<file path="src/rtl/expr_eval.sv">
// Streaming evaluator for single-digit '+'/'*' expressions terminated by '=' ('*' binds tighter).
// Optional macro OVERFLOW_DET_EN adds a sticky per-expression overflow flag reported on ovf.
module expr_eval #(
  parameter int WIDTH = 16
) (
  input  logic             clk,
  input  logic             clr_n,
  input  logic [7:0]       in,
  input  logic             in_vld,
  output logic [WIDTH-1:0] result,
  output logic             res_vld,
  output logic             err,
  output logic             ovf
);

  typedef enum logic [1:0] {S_START, S_NUM, S_OPT, S_ERR} state_t;

  state_t           state_q, state_d;
  logic [WIDTH-1:0] sum_q, sum_d, prod_q, prod_d, result_q, result_d;
  logic             res_vld_q, res_vld_d, err_q, err_d;
  logic [WIDTH-1:0] mul_res, add_res;
  logic             is_digit, is_plus, is_mul, is_eq;

  assign is_digit = (in >= 8'h30) && (in <= 8'h39);
  assign is_plus  = (in == 8'h2B);
  assign is_mul   = (in == 8'h2A);
  assign is_eq    = (in == 8'h3D);

`ifdef OVERFLOW_DET_EN
  logic [WIDTH+3:0] mul_full;
  logic [WIDTH:0]   add_full;
  logic             mul_ovf, add_ovf;
  logic             flag_q, flag_d, ovf_q, ovf_d;

  // Digits never exceed 9, so four extra product bits capture everything lost.
  assign mul_full = {4'b0000, prod_q} * {{WIDTH{1'b0}}, in[3:0]};
  assign add_full = {1'b0, sum_q} + {1'b0, prod_q};
  assign mul_res  = mul_full[WIDTH-1:0];
  assign add_res  = add_full[WIDTH-1:0];
  assign mul_ovf  = |mul_full[WIDTH+3:WIDTH];
  assign add_ovf  = add_full[WIDTH];
  assign ovf      = ovf_q;
`else
  logic [WIDTH-1:0] digit;

  assign digit   = {{(WIDTH-4){1'b0}}, in[3:0]};
  assign mul_res = prod_q * digit;
  assign add_res = sum_q + prod_q;
  assign ovf     = 1'b0;
`endif

  always_comb begin
    state_d   = state_q;
    sum_d     = sum_q;
    prod_d    = prod_q;
    result_d  = result_q;
    res_vld_d = 1'b0;
    err_d     = err_q;
`ifdef OVERFLOW_DET_EN
    flag_d    = flag_q;
    ovf_d     = ovf_q;
`endif
    if (in_vld) begin
      case (state_q)
        S_START, S_OPT: begin
          if (is_digit) begin
            prod_d  = mul_res;
            state_d = S_NUM;
`ifdef OVERFLOW_DET_EN
            flag_d  = flag_q | mul_ovf;
`endif
          end else begin
            state_d = S_ERR;
            err_d   = 1'b1;
          end
        end
        S_NUM: begin
          if (is_mul) begin
            state_d = S_OPT;
          end else if (is_plus) begin
            sum_d   = add_res;
            prod_d  = {{(WIDTH-1){1'b0}}, 1'b1};
            state_d = S_OPT;
`ifdef OVERFLOW_DET_EN
            flag_d  = flag_q | add_ovf;
`endif
          end else if (is_eq) begin
            result_d  = add_res;
            res_vld_d = 1'b1;
            sum_d     = '0;
            prod_d    = {{(WIDTH-1){1'b0}}, 1'b1};
            state_d   = S_START;
`ifdef OVERFLOW_DET_EN
            ovf_d     = flag_q | add_ovf;
            flag_d    = 1'b0;
`endif
          end else begin
            state_d = S_ERR;
            err_d   = 1'b1;
          end
        end
        default: begin
          // Only '=' leaves the error state; it discards the partial expression silently.
          if (is_eq) begin
            state_d = S_START;
            err_d   = 1'b0;
            sum_d   = '0;
            prod_d  = {{(WIDTH-1){1'b0}}, 1'b1};
`ifdef OVERFLOW_DET_EN
            flag_d  = 1'b0;
`endif
          end
        end
      endcase
    end
  end

  always_ff @(posedge clk or negedge clr_n) begin
    if (!clr_n) begin
      state_q   <= S_START;
      sum_q     <= '0;
      prod_q    <= {{(WIDTH-1){1'b0}}, 1'b1};
      result_q  <= '0;
      res_vld_q <= 1'b0;
      err_q     <= 1'b0;
`ifdef OVERFLOW_DET_EN
      flag_q    <= 1'b0;
      ovf_q     <= 1'b0;
`endif
    end else begin
      state_q   <= state_d;
      sum_q     <= sum_d;
      prod_q    <= prod_d;
      result_q  <= result_d;
      res_vld_q <= res_vld_d;
      err_q     <= err_d;
`ifdef OVERFLOW_DET_EN
      flag_q    <= flag_d;
      ovf_q     <= ovf_d;
`endif
    end
  end

  assign result  = result_q;
  assign res_vld = res_vld_q;
  assign err     = err_q;

endmodule

</file>
<file path="config.mk">
export PLATFORM = sky130hd
export DESIGN_NAME = expr_eval
export DESIGN_NICKNAME = d
export VERILOG_FILES = /design/src/rtl/expr_eval.sv
export SDC_FILE = /design/constraint.sdc
export NUM_CORES = 1
export LEC_CHECK = 0
export CORE_UTILIZATION = 57
export DETAILED_ROUTE_END_ITERATION = 16
export GPL_TIMING_DRIVEN = 0
export PLACE_DENSITY = 0.83
export SLEW_MARGIN = 20
export SYNTH_ARGS = -nofsm -noshare
export SYNTH_HDL_FRONTEND = slang
export SYNTH_SLANG_ARGS = --single-unit
</file>
<file path="constraint.sdc">
create_clock -name clk -period 3.96 [get_ports clk]
set_input_delay 0.594 -clock clk [delete_from_list [all_inputs] [get_ports clk]]
set_output_delay 0.594 -clock clk [all_outputs]
set_load 0.05 [all_outputs]
</file>
Word level (Yosys, flattened, before mapping)
Index checks and enable logic that the tools add are counted.
{"block": "word_totals", "inputBits": 11, "elab_cells": 58, "ff_bits": 52}
{"block": "op_classes", "n_bitwise": 3, "n_mux": 26, "n_addsub": 1, "order_cmp": 2, "reduce_logical": 9, "eq_ne": 10, "mul": 1}
{"op": "two-way mux 16 bit", "count": 7}
{"op": "case mux 16 bit (2 select lines)", "count": 2}
{"op": "== test 8 x 6 -> 1 bit (second input constant)", "count": 3}
{"op": "adder 16 bit", "count": 1}
{"op": "multiplier 16 x 4 -> 16 bit", "count": 1}
{"op": "two-way mux 1 bit", "count": 10}
{"op": "two-way mux 2 bit", "count": 5}
{"op": "inequality test 2 bit (second input constant)", "count": 5}
{"op": "greater-or-equal comparator 8 x 6 -> 1 bit (second input constant)", "count": 1}
{"op": "<= comparator 8 x 6 -> 1 bit (second input constant)", "count": 1}
{"op": "AND reduction 3 bit", "count": 2}
{"op": "AND reduction 6 bit", "count": 1}
{"op": "AND reduction 5 bit", "count": 1}
{"op": "case mux 2 bit (2 select lines)", "count": 1}
{"op": "NOT 1 bit", "count": 3}
{"op": "nonzero test 3 bit", "count": 1}
{"op": "== test 2 x 1 -> 1 bit (second input constant)", "count": 1}
{"op": "== test 2 bit (second input constant)", "count": 1}
{"op": "logical NOT 2 bit", "count": 1}
{"op": "case mux 1 bit (2 select lines)", "count": 1}
{"op": "AND reduction 2 bit", "count": 1}
{"op": "OR reduction 2 bit", "count": 1}
{"op": "logical AND 1 bit", "count": 1}

Logic depth before layout (Yosys ltp)
Gate-level depths: netlist (run 1).
{"block": "logic_depth", "word_depth": 6, "depth_mapped": 14, "ltp_nobuf": 12}

Least setup slack after synthesis (run 1)
Ideal clock, no wire load.
{"block": "synth_timing", "path_type": "input to register", "from": "input port in[3]", "to": "register prod_q[15]", "path_slack_ns": 0.387, "cell_stages": 12, "setup_time_ns": 0.069, "arrival_time_ns": 3.504, "path_cell_list": "clkbuf_1 > and2_1 > fa_1 > inv_1 > fa_1 > inv_1 > ha_1 > a211o_1 > a21oi_1 > a211oi_1 > or4_1 > nand3_1"}
{"block": "synth_between", "elab_chain_cells": 5}
{"element": "from (decl)", "line": "8", "text": "input logic [7:0] in,"}
{"element": "parallel branches: the longest is 5 deep, another holds multiplier 16 x 4 -> 16 bit"}
{"element": "to (signal assigned)", "line": "122", "text": "prod_q <= {{(WIDTH-1){1'b0}}, 1'b1};"}
{"element": "to (signal assigned)", "line": "133", "text": "prod_q <= prod_d;"}
{"element": "to (decl)", "line": "19", "text": "logic [WIDTH-1:0] sum_q, sum_d, prod_q, prod_d, result_q, result_d;"}
Several ways; the timed one is not identified. The select of a mux whose other input is x is not followed.
A chain may end at the register's enable or synchronous reset.

Worst setup path in the final report (run 1)
{"block": "layout_timing", "from": "input port in[2]", "to": "register prod_q[15]"}
The elaborated chain is that of the path after synthesis.

==> run_results.csv, run 1 <==
group,metric,value,unit
clock_tree,cts.sinks,52,
setup_path,cp_slowest_stage_delay,0.54,ns
detailed_routing,drt_first_pass_iters,5,
detailed_routing,viasPerCell,6.011,
detailed_routing,detail_route.wl_per_cell,16.56,um
synthesis,post-synth-top-area-cell,"dfrtp_1",
setup_path,required,4.22,ns
job,max-cap-violations,0,
die,coreArea,7408,um2
global_routing,first_global_vias,3793,
timing,tightest_slew,0.6878,ns
timing,hold_ws,0.2965,ns
synthesis,ys_async_sr_fraction,100.0,%
timing,setup_viol,0,
setup_path,crit_path_start_kind,"input pin",
clock_tree,clk_latency,0.32,ns
timing,hold_viol_final,0,
placement,pre_cts_slack,-0.6825,ns
final_layout,final_cell_mix,"nand2_1, inv_1, dfrtp_1, and2_1",
final_layout,final_common_cell,"nand2_1",
final_layout,antennaDiodeCount,0,
clock_tree,cts_buffers,5,
detailed_routing,ant_nets,0,
setup_path,arrival,3.94,ns
synthesis,synth.top_cell.area_share,28.69,%
die,die_w,90.34,um
setup_path,slowest_stage,"fa_1",
placement,io_buffer_count,27,
global_routing,grt.overflow.total,0,
synthesis,netlist_top_cells_area,"dfrtp_1, fa_1, ha_1, nand2_1, and2_1",
final_layout,final_area,4956,um2
timing,min_period_over_period,93.02,%
placement,gp_congestion,0.8705,
setup_path,path_class,"in -> reg",
die,row_count,31,
final_layout,syn_to_final_growth,11.42,%
setup_path,end_kind,"flop",
die,die_h,90.34,um
setup_path,critPathTopFamily,"adder cells",
placement,dpl_cell_area,4840,um2
synthesis,syn_inst,496,
detailed_routing,vias,3793,
outcome,status,"completed",
final_layout,nets,599,
clock_tree,root_buffer,"clkbuf_8",
global_routing,antenna_found_initial,0,
clock_tree,clk_path_buf_depth,2,
final_layout,seqCellArea,1303,um2
global_routing,grt_max_degree,53,
timing,max_freq,271.5,MHz
synthesis,yosys_most_used_dff,"dfrtp_1",
die,boundaryPins,30,
global_routing,grt_usage,27.58,%
synthesis,avgSynthCellArea,8.968,um2
timing,setup_tns,0,ns
final_layout,layout-drive-gt1-share,7.331,%
final_layout,multi_input_area,2859,um2
synthesis,yosysWarnings,0,
setup_path,crit_chain,"clkbuf_2, clkbuf_4, nand2_1, fa_1, fa_1, inv_1, ha_1, a21o_1, and4_1, o211ai_2, a211oi_1, or4_1, nand3_1",
timing,min_period,3.684,ns
power_and_ir_drop,p_leak,2.424,nW
synthesis,synth_edf_count,0,
synthesis,yosysSeqAreaShare,29.28,%
power_and_ir_drop,p_total,0.0009936,W
die,start_util,60.04,%
timing,slew_violations,0,
synthesis,syn_area,4448,um2
placement,hpwl,7818,um
detailed_routing,drc,0,
timing,relSlewSlack,54.15,%
setup_path,path_max_fanout,10,
setup_path,cpMostUsedCell,"fa_1",
clock_tree,cts_htree_levels,2,
synthesis,syn_nets,564,
power_and_ir_drop,p_per_area,200.5,nW/um2
clock_tree,clk_pin_slew,0.10,ns
detailed_routing,drt_iter0_drc,222,
clock_tree,cts_tree,"done",
setup_path,crit_buf_inv,3,
timing,setup_ws,0.2764,ns
synthesis,ys_types,63,
global_routing,grt_pass1_wl,18030,um
power_and_ir_drop,ir_worst_vdd,136.7,uV
timing,rsz0062_at_grt,"false",
worst_hold_path,min_path_type,"in -> async",
synthesis,ys_ff_latch,52,
detailed_routing,routed_wl,10450,um
die,die-area,8160,um2
timing,fin_worst_skew,0.007776,ns
final_layout,nFillCells,605,
[synth_stat cells, drive strengths merged (2+ instances only)]
library cell	n
nand2	67
a21boi	2
inv	54
nor3b	6
buf	5
o21ai	35
xnor2	13
a21oi	25
a311oi	2
xor2	7
nor2b	5
a21o	9
and3	2
fa	26
a22o	9
nor2	9
or4	2
and3b	2
a31oi	2
mux2	5
a211oi	5
nor3	3
nand3	19
nor4b	2
or3	2
nand2b	4
o31ai	8
ha	31
dfrtp	51
clkbuf	11
o22ai	2
o21bai	4
and2	39
o21a	6
a211o	3
o211ai	7
[routing by layer]
layer	wire, um	GRT usage, %	vias up	part of all wire, %
met5	0	0	-	0
met4	244	9.543	0	2.3
met3	527	3.704	27	5.0
met2	5087	45.48	125	49
met1	4591	37.56	1880	44
li1	-	-	1761	-
[worst register-to-register path: cells and delay by family (launching register included)]
family,cells,cell delay [ns]
buffers and inverters,2,0.10
adders and majority gates,3,1.42
and+or+nand+nor,3,0.81
AOI/OAI and AO/OA,4,0.73
DFF,1,0.47
[sequential cells by signal, indices dropped and copies added, names as in the netlist]
signal / flops
prod_q: 16
result: 16
res_vld: 1
state_q: 2
sum_q: 16
err: 1
[power breakdown]
part	leakage, nW	internal [W]	switching [W]
registers	0.705	0.000535	0.00000357
logic	1.66	0.0000201	0.0000385
clock network	0.0558	0.000192	0.000204
[final timing paths]
kind | slack (ns) | cells after the start | end | from
worst max-delay path | 0.28 | 13 | prod_q[15] | in[2]
worst min-delay path | 0.30 | 1 | result[15] | clr_n
worst max register to register | 0.36 | 12 | prod_q[12] | prod_q[1]
worst min register to register | 0.48 | 2 | result[0] | result[0]
max in group asynchronous | 3.20 | 1 | sum_q[4] | clr_n
min in group clk | 0.48 | 2 | result[0] | result[0]
[per-stage QoR]
stage / std cells / utilization [%]
global route: 631 / 66.90
global placement: 622 / 65.36
floorplan: 496 / -
finish: 631 / 66.90
CTS: 630 / 66.91
detailed placement: 622 / 65.33
[timing repair]
action | CTS | global route
endpoints found under the setup margin | 7 | 4
cloned | 0 | 0
endpoints found under the hold margin | 0 | 0
resized for setup | 8 | 10
hold buffers | 0 | 0
buffers inserted | 0 | 1
pin swaps | 1 | 2
[logic make-up (layout without fill, tap and decap cells)]
| logic type | count (synthesis) | after routing | synth area share [%] |
|---|---|---|---|
| adder cells (fa/ha/maj) | 57 | 57 | 20.42 |
| XOR/XNOR | 21 | 21 | 4.444 |
| multiplexers | 6 | 6 | 1.491 |
| AO/OA/AOI/OAI | 122 | 122 | 18.09 |
| other | 1 | 1 | 0.08431 |
| buffers and inverters | 70 | 106 | 6.526 |
| AND/OR/NAND/NOR | 167 | 167 | 19.66 |
| flip-flops | 52 | 52 | 29.28 |
[area by class of cell]
type | instances | area share [%]
inverter | 54 | 4.090
tap | 99 | 2.499
multi-input combinational | 374 | 57.69
sequential | 52 | 26.28
buffer | 16 | 1.944
clock buffer | 6 | 1.464
timing repair buffer | 28 | 5.251
clock inverter | 2 | 0.7826
Power figures use the tool's default switching activity.
==> run 2: changes to the inputs <==
- DONT_BUFFER_PORTS: unset -> 1
- PLACE_DENSITY: 0.83 -> 0.78
==> run 2 against run 1 <==
Routed wire length decreased by 3.4%. Critical path depth decreased by 2. Clock-buffer cell count unchanged. Cell area decreased by 5.4%. Largest cell class unchanged.
==> run_results.csv, run 2 (same netlist as run 1, synthesis figures left out) <==
group,metric,value,unit
timing,rsz0062_at_grt,"false",
die,die_h,90.34,um
clock_tree,root_buffer,"clkbuf_8",
final_layout,final_area,4688,um2
global_routing,first_global_vias,3689,
clock_tree,clk_latency,0.31,ns
detailed_routing,drt_first_pass_iters,4,
clock_tree,cts_htree_levels,2,
die,die-area,8160,um2
placement,place_inst,595,
final_layout,final_cell_mix,"nand2_1, inv_1, dfrtp_1, and2_1",
detailed_routing,detail_route.wl_per_cell,16.71,um
power_and_ir_drop,ir_worst_vdd,148.5,uV
timing,setup_viol,0,
die,row_count,31,
detailed_routing,ant_nets,0,
setup_path,path_class,"reg -> reg",
timing,setup_tns,0,ns
global_routing,grt.overflow.total,0,
detailed_routing,vias,3580,
timing,min_period_over_period,91.99,%
setup_path,required,4.13,ns
timing,tightest_slew,0.6052,ns
clock_tree,cts.sinks,52,
detailed_routing,drt_iter0_drc,197,
power_and_ir_drop,p_per_area,193.9,nW/um2
final_layout,antennaDiodeCount,0,
timing,slew_violations,0,
die,coreArea,7408,um2
detailed_routing,wl_met1,4459,um
global_routing,antenna_found_initial,0,
setup_path,crit_path_start_kind,"flop",
detailed_routing,wl_met2,4972,um
detailed_routing,wl_met3,453,um
clock_tree,clk_path_buf_depth,2,
clock_tree,cts_buffers,5,
detailed_routing,drc,0,
final_layout,final_common_cell,"nand2_1",
die,start_util,60.04,%
timing,fin_worst_skew,0.01133,ns
timing,max_freq,274.5,MHz
final_layout,syn_to_final_growth,5.401,%
placement,hpwl,7825,um
job,max-cap-violations,0,
final_layout,nets,572,
placement,dpl_cell_area,4572,um2
clock_tree,clk_pin_slew,0.11,ns
die,die_w,90.34,um
detailed_routing,routed.top_layer,"met4",
global_routing,grt_usage,26.48,%
setup_path,arrival,3.81,ns
final_layout,fin_cells,604,
clock_tree,cts_tree,"done",
setup_path,path_max_fanout,5,
detailed_routing,routed_wl,10090,um
timing,hold_ws,0.1024,ns
clock_tree,ctsResizeCount,0,
final_layout,layout-drive-gt1-share,6.139,%
global_routing,grt_max_degree,52,
power_and_ir_drop,p_leak,2.307,nW
timing,min_period,3.643,ns
setup_path,end_kind,"flop",
die,boundaryPins,30,
detailed_routing,viasPerCell,5.927,
timing,relSlewSlack,59.50,%
timing,hold_viol_final,0,
worst_hold_path,min_path_type,"in -> async",
power_and_ir_drop,p_total,0.0009091,W
global_routing,grt_pass1_wl,17430,um
placement,io_buffer_count,0,
placement,gp_congestion,0.8723,
outcome,status,"completed",
## run 2: worst paths after layout
| check | startpoint | slack (ns) | cells after the start | to |
|---|---|---|---|---|
| max in group asynchronous | clr_n | 3.60 | 1 | prod_q[9] |
| worst min register to register | sum_q[10] | 0.50 | 2 | sum_q[10] |
| worst max register to register | prod_q[0] | 0.32 | 11 | prod_q[14] |
| worst min-delay path | clr_n | 0.10 | 0 | prod_q[0] |
| min in group clk | in_vld | 0.38 | 1 | state_q[1] |
| worst max-delay path | prod_q[0] | 0.32 | 11 | prod_q[14] |
## run 2: power by group
group	leakage [nW]	switching [W]	internal (W)
clock	0.0414	0.000198	0.000127
sequential	0.705	0.00000677	0.000535
combinational	1.56	0.0000280	0.0000148
## run 2: layout make-up
type / count / area, um2
plain buffers: 16 / 87.58
clock buffers: 6 / 72.57
clock inverters: 2 / 16.27
fillers: 628 / 2720
inverters: 54 / 202.7
multi-input cells: 374 / 2855
flip-flops and latches: 52 / 1303
well taps: 99 / 123.9
repair buffers: 1 / 27.53
## run 2: what timing repair did
action | in CTS | in global routing
setup buffers | 0 | 0
hold endpoints to repair | 51 | 0
hold buffers | 1 | 0
## run 2: critical path, stage by stage (launching register included)
cell and delay, ns:
dfstp_2 0.60, nand2_1 0.10, fa_1 0.52, fa_1 0.54, inv_1 0.07, fa_1 0.48, a21o_1 0.18, a21oi_1 0.30
o211ai_1 0.23, a31oi_1 0.22, xor2_1 0.17, o21ai_0 0.10
## run 2: metrics by stage
stage	setup slack [ns]	util, %
detailed placement	0.008344	61.71
finish	0.3170	63.28
floorplan	0.3866	-
global route	0.08421	63.28
CTS	0.3142	63.28
global placement	0.03890	61.71
## run 2: per-layer routing
metal | vias to the layer above | GRT usage, %
met5 | - | 0
met4 | 0 | 8.871
met3 | 20 | 3.451
met2 | 95 | 45.42
met1 | 1757 | 34.68
li1 | 1708 | -
